`src/rtl/gray_conv_arbiter.sv`:
```
// Round-robin shared binary/Gray converter.
// Gray-to-binary resolves one bit per cycle, MSB first.
module gray_conv_arbiter #(
  parameter int N    = 4,
  parameter int NREQ = 4,
  parameter int ID_W = 2
) (
  input  logic              clk,
  input  logic              rst,
  input  logic [NREQ-1:0]   req_valid,
  output logic [NREQ-1:0]   req_ready,
  input  logic [NREQ*N-1:0] req_data,
  input  logic [NREQ-1:0]   req_mode,
  output logic              rsp_valid,
  input  logic              rsp_ready,
  output logic [N-1:0]      rsp_data,
  output logic [ID_W-1:0]   rsp_id,
  output logic              busy
);

  localparam int CW = $clog2(N);

  typedef enum logic [1:0] {
    IDLE,
    CONV,
    RESP
  } state_t;

  state_t state, state_nxt;

  logic [ID_W-1:0]   last_grant;
  logic [ID_W-1:0]   win;
  logic [ID_W-1:0]   cand;
  logic [ID_W-1:0]   cur_id;
  logic              found;
  logic              cur_mode;
  logic              win_mode;
  logic [NREQ-1:0]   vsh;
  logic [NREQ-1:0]   msh;
  logic [NREQ*N-1:0] dsh;
  logic [N-1:0]      win_data;
  logic [N-1:0]      g;
  logic [N-1:0]      res;
  logic [N-1:0]      res_nxt;
  logic [CW-1:0]     k;

  // Round-robin search starting just above the last grant
  always_comb begin
    found = 1'b0;
    win   = last_grant;
    cand  = '0;
    vsh   = '0;
    for (int i = 0; i < NREQ; i++) begin
      cand = ID_W'((int'(last_grant) + 1 + i) % NREQ);
      vsh  = req_valid >> cand;
      if (!found && vsh[0]) begin
        found = 1'b1;
        win   = cand;
      end
    end
  end

  // Select the winning requester's word and mode
  always_comb begin
    dsh      = req_data >> (int'(win) * N);
    msh      = req_mode >> win;
    win_data = dsh[N-1:0];
    win_mode = msh[0];
  end

  // Next state, grant and next Gray-to-binary partial result
  always_comb begin
    state_nxt  = state;
    req_ready  = '0;
    res_nxt    = res;
    res_nxt[k] = res[k + CW'(1)] ^ g[k];
    case (state)
      IDLE: begin
        if (found) begin
          req_ready = NREQ'(1) << win;
          state_nxt = CONV;
        end
      end
      CONV: begin
        if (!cur_mode || k == '0) begin
          state_nxt = RESP;
        end
      end
      RESP: begin
        if (rsp_ready) begin
          state_nxt = IDLE;
        end
      end
      default: state_nxt = IDLE;
    endcase
  end

  // State, capture, conversion and registered response
  always_ff @(posedge clk) begin
    if (rst) begin
      state      <= IDLE;
      last_grant <= ID_W'(NREQ - 1);
      cur_id     <= '0;
      cur_mode   <= 1'b0;
      g          <= '0;
      res        <= '0;
      k          <= '0;
      rsp_valid  <= 1'b0;
      rsp_data   <= '0;
      rsp_id     <= '0;
    end else begin
      state <= state_nxt;
      case (state)
        IDLE: begin
          if (found) begin
            g          <= win_data;
            cur_mode   <= win_mode;
            cur_id     <= win;
            last_grant <= win;
            res        <= {win_data[N-1], {(N-1){1'b0}}};
            k          <= CW'(N - 2);
          end
        end
        CONV: begin
          if (!cur_mode) begin
            rsp_data  <= g ^ (g >> 1);
            rsp_id    <= cur_id;
            rsp_valid <= 1'b1;
          end else begin
            res <= res_nxt;
            k   <= k - CW'(1);
            if (k == '0) begin
              rsp_data  <= res_nxt;
              rsp_id    <= cur_id;
              rsp_valid <= 1'b1;
            end
          end
        end
        RESP: begin
          if (rsp_ready) begin
            rsp_valid <= 1'b0;
          end
        end
        default: ;
      endcase
    end
  end

  assign busy = (state != IDLE);

endmodule

```
`config.mk`:
```
export PLATFORM = sky130hd
export DESIGN_NAME = gray_conv_arbiter
export DESIGN_NICKNAME = d
export VERILOG_FILES = /design/src/rtl/gray_conv_arbiter.sv
export SDC_FILE = /design/constraint.sdc
export NUM_CORES = 1
export LEC_CHECK = 0
export CORE_ASPECT_RATIO = 0.8
export CORE_MARGIN = 8
export CORE_UTILIZATION = 52
export DETAILED_ROUTE_END_ITERATION = 8
export HOLD_SLACK_MARGIN = 0.15
export PLACE_DENSITY = 0.84
export SYNTH_ARGS = -nofsm -noshare
export SYNTH_HDL_FRONTEND = slang
export SYNTH_SLANG_ARGS = --single-unit
export TNS_END_PERCENT = 10
```
`constraint.sdc`:
```
create_clock -name clk -period 4.4 [get_ports clk]
set_clock_uncertainty 0.2 [all_clocks]
set_input_delay 0.44 -clock clk [delete_from_list [all_inputs] [get_ports clk]]
set_output_delay 0.44 -clock clk [all_outputs]
set_load 0.02 [all_outputs]
```
# After elaboration in Yosys (flattened, before gate mapping)
# Cells that the tools add are included.
# word_totals
register_bits,24
in_bits,27
output_inout_bits,12
elab_cells,90
# classes
n_addsub,6
n_lt_le_gt_ge,3
eq_ne,8
n_shift,7
n_mux,35
bitwise_logic,2
reduce_logical,19
# op_table
cell,count
$mux W4,6
$mux W2,11
$shr A4 B2 Y1,5
$shr A16 B4 Y4,1
$mux W1,10
$reduce_and A3 Y1,3
$ne A2 B2 Y1 const B,4
$pmux W4 S2,1
$add A2 B2 Y2 const B,3
$lt A2 B3 Y1 const B,2
$pmux W2 S3,1
$reduce_bool A2 Y1,3
$add A2 B1 Y2 const B,2
$bmux W1 S2,2
$bwmux W4,1
$logic_and A1 B1 Y1,4
$logic_not A1 Y1,4
$logic_not A2 Y1,2
$pmux W2 S2,1
$reduce_and A2 Y1,2
$shl A1 B2 Y4 const A,1
$xor A4 B3 Y4,1
$ne A3 B3 Y1 const B,1
$demux W1 S2,1
8 further kinds,8

# Depth between registers and ports, before layout
# logic_depth
word_depth,15
mapped_depth,7
depth_no_buf,7

# Worst setup path after synthesis
# OpenSTA, ideal clock, no wires.
# synth_path
path_kind,register to output
startpoint,register state[1]
endpoint,output port req_ready[0]
arrival_time_ns,1.650
required_ns,3.760
path_slack_ns,2.110
path_stages_with_launch,5
path_buffers,1
cell_sequence,dfxtp_1 > or2_2 > or2_2 > buf_2 > nor3_1
# synth_via
elab_chain_cells,2
# synth_rtl
item,line_no,text
"start, declared",29,"state_t state, state_nxt;"
"start signal, assigned",112,state <= state_nxt;
$logic_not A2 Y1,77,case (state)
$mux W4,77,
"end, declared",11,"output logic [NREQ-1:0] req_ready,"
# Every way passes these cells.

# Worst setup path in the final report
# layout_path
startpoint,input port req_valid[3]
endpoint,output port req_ready[3]
# layout_via
elab_chain_cells,14
word_cells_on_any_way,21
cone_classes,5 x shift; 10 x mux; 6 x reduce/logical
# layout_rtl
item,line_no,text
"start, declared",10,"input logic [NREQ-1:0] req_valid,"
$shr A4 B2 Y1,55,vsh = req_valid >> cand;
$mux W1,56,if (!found && vsh[0]) begin
$logic_not A1 Y1,56,
$logic_and A1 B1 Y1,56,
$mux W1,56,
$logic_not A1 Y1,56,
$logic_and A1 B1 Y1,56,
$mux W1,56,
$logic_not A1 Y1,56,
$logic_and A1 B1 Y1,56,
$mux W2,56,
$shl A1 B2 Y4,80,req_ready = NREQ'(1) << win;
$mux W4 (*),79,if (found) begin
$mux W4 (*),77,
# Mark *: on every way between the ends. The rest lies on a longest branch, timed or not.

==> impl_metrics.toml <==
[sta]
fin_setup_tns_ns = 0
max-slew-margin-rel = 0.389
period_share = 0.849
fin_crit_ns = 3.73
setup_viol_count_final = 0
max_freq_mhz = 268
rsz0062_at_grt = "false"
worst_slew_pin_slew_ns = 0.913
finalMaxSlewViolations = 0
whs_ns = 0.272
hold_viol = 0

[detailed_routing]
viasPerCell = 5.90
dr.pass1.iters = 4
wl_um = 4200
vias = 1482
drtAntennaViolNets = 0
avgRoutedWirePerCell_um = 16.7
drc = 0
drt_iter0_drc = 204

[setup_path]
crit_chain = "clkdlybuf4s50_1 > nor2b_1 > nor3b_1 > buf_4 > nor2_1 > nand2_1 > nor2_1 > clkdlybuf4s50_1"
cp_slowest_cell = "nor2_1"
start_kind = "input port"
slowest_delay_ns = 0.64
arrival_ns = 3.09
path_class = "input port to output port"
required_ns = 3.76
path_max_fanout = 13
end_kind = "output port"
rrSetupSlack_ns = 1.92

[pwr]
p_seq_frac = 0.404
irDropWorstVdd_mv = 0.258
p_clk_frac = 0.135
power_density_mw_per_mm2 = 370
internal-power_mw = 0.430
leakage_nw = 0.693
comb_power_share = 0.461
p_sw_frac = 0.398
power_switching_mw = 0.285

[logic_synthesis]
synth_area_per_cell_um2 = 8.44
synthFlopType = "dfxtp_1"
synthArstFlopShare = 0
syn_nets = 210
netlist_top_cells_area = "dfxtp_1 32%, nor2_1 5.5%, o21a_1 5.5%"
synth_edf_count = 0
syn_area_mm2 = 0.00151
synth-seq-area-share = 0.318
synthTopCellsByCount = "24 x dfxtp_1, 22 x nor2_1, 11 x o21a_1"
yosysMostFrequentCell = "dfxtp_1"
netlist_instances = 179
ys_types = 44
yosysTopAreaCell = "dfxtp_1"
yosys_register_bits = 24
ys_warn_count = 0
synth_top_area_share = 0.318

[die]
die_h_um = 64.2
io-pin-count = 39
start_util = 0.546
coreArea_mm2 = 0.00277
rows = 17
die_w_um = 76.3
die-area_mm2 = 0.00490

[job]
max-cap-violations = 0

[global_routing]
grt_pass1_wl_um = 7060
overflow = 0
antenna_found_initial = 0
grt_start_max_net_pins = 26
grt_usage = 0.168
grt_pass1_vias = 1460

[clocking]
clkTransAtPathRegs_ns = 0.12
cts_buffers = 3
postCtsSetupRepairBufs = 0
clk_path_buf_depth = 2
cts_tree = "done"
clkSinkCount = 24
cts_resized = 0
cts-htree-levels = 1
cts.root.buffer_cell = "clkbuf_4"
clk-insertion-delay-late_ns = 0.31
postCtsHoldBufs = 0

[status]
outcome = "complete, no violations"

[placed_design]
io_buffers = 38
place_inst = 248
globalplace.congestion = 0.938
dp_hpwl_um = 3300

[final_layout]
drive_above_1_share = 0.0704
nets = 246
area_growth_pct = 28.0
final_cells = 251
n_antenna_cell = 0

[hold_path]
hp-class = "flip-flop to flip-flop"
[final cells by class]
class                      instances  area, µm²
fill                             232        832
multi-input combinational        142        976
tap                               38       47.5
inverter                           5       18.8
sequential                        24        480
timing repair buffer              39        388
clock buffer                       3       22.5
[registers in the layout, indices dropped and copies added (netlist names)]
| register | cells |
|---|---|
| k | 2 |
| rsp_data | 4 |
| rsp_id | 2 |
| g | 4 |
| last_grant | 2 |
| res | 4 |
| cur_mode | 1 |
| state | 2 |
| rsp_valid | 1 |
| cur_id | 2 |
[through the flow]
step,power (mW),area (µm²),setup WS (ns),utilization
2_1_floorplan,0.508,1510,2.11,-
3_3_place_gp,0.608,1910,0.836,0.691
3_5_place_dp,0.620,1910,0.713,0.691
4_1_cts,0.714,1930,0.687,0.699
5_1_grt,0.756,1930,0.387,0.699
6_report,0.715,1930,0.665,0.699
[placed cells by master, fill, tap and decap left out, drive strengths merged, types with 2 or more instances in the layout]
master	instances
a2111oi	2
a211oi	11
a21oi	8
a311oi	3
a31oi	2
a32oi	3
and2	2
clkbuf	3
clkdlybuf4s50	38
dfxtp	24
ha	4
inv	5
mux2i	9
nand2	8
nand2b	3
nand3	2
nand3b	5
nor2	22
nor2b	4
nor3	8
o21a	11
o21ai	6
o31ai	6
or2	4
or3	2
xnor2	2
xor2	3
[metal layers]
layer	share of wire	global-route usage
met3	0.056	0.0545
met1	0.44	0.200
met2	0.49	0.291
met4	0.0091	0.0335
met5	0	0
[worst max-delay path: cells and delay by family]
kind | cells | cell delay [ns]
buffers and inverters | 3 | 1.32
AND/OR/NAND/NOR | 5 | 1.33
[path summary, 6_finish.rpt]
kind	startpoint	end	depth (start not counted)
min	cur_id[1]	cur_id[1]	2
max	req_valid[3]	req_ready[3]	8
max reg2reg	k[0]	rsp_data[2]	7
min reg2reg	cur_id[1]	cur_id[1]	2
[cells by family (layout without fill, tap and decap cells)]
| family | after synthesis | count (layout) | share of synthesized area |
|---|---|---|---|
| compound gates | 58 | 58 | 0.290 |
| xor+xnor | 5 | 5 | 0.0290 |
| fa+ha+maj | 4 | 4 | 0.0331 |
| buf+inv | 13 | 47 | 0.0356 |
| flops | 24 | 24 | 0.318 |
| mux | 9 | 9 | 0.0679 |
| simple gates | 66 | 66 | 0.226 |
[power groups by stage]
stage | clock network [mW] | logic, mW | registers, mW
final | 0.0966 | 0.330 | 0.289
after global routing | 0.107 | 0.355 | 0.294
after CTS | 0.0971 | 0.328 | 0.288
after detailed placement | 0 | 0.326 | 0.293
after global placement | 0 | 0.318 | 0.290
after floorplan | 0 | 0.217 | 0.292
Power figures use the tool's default switching activity.
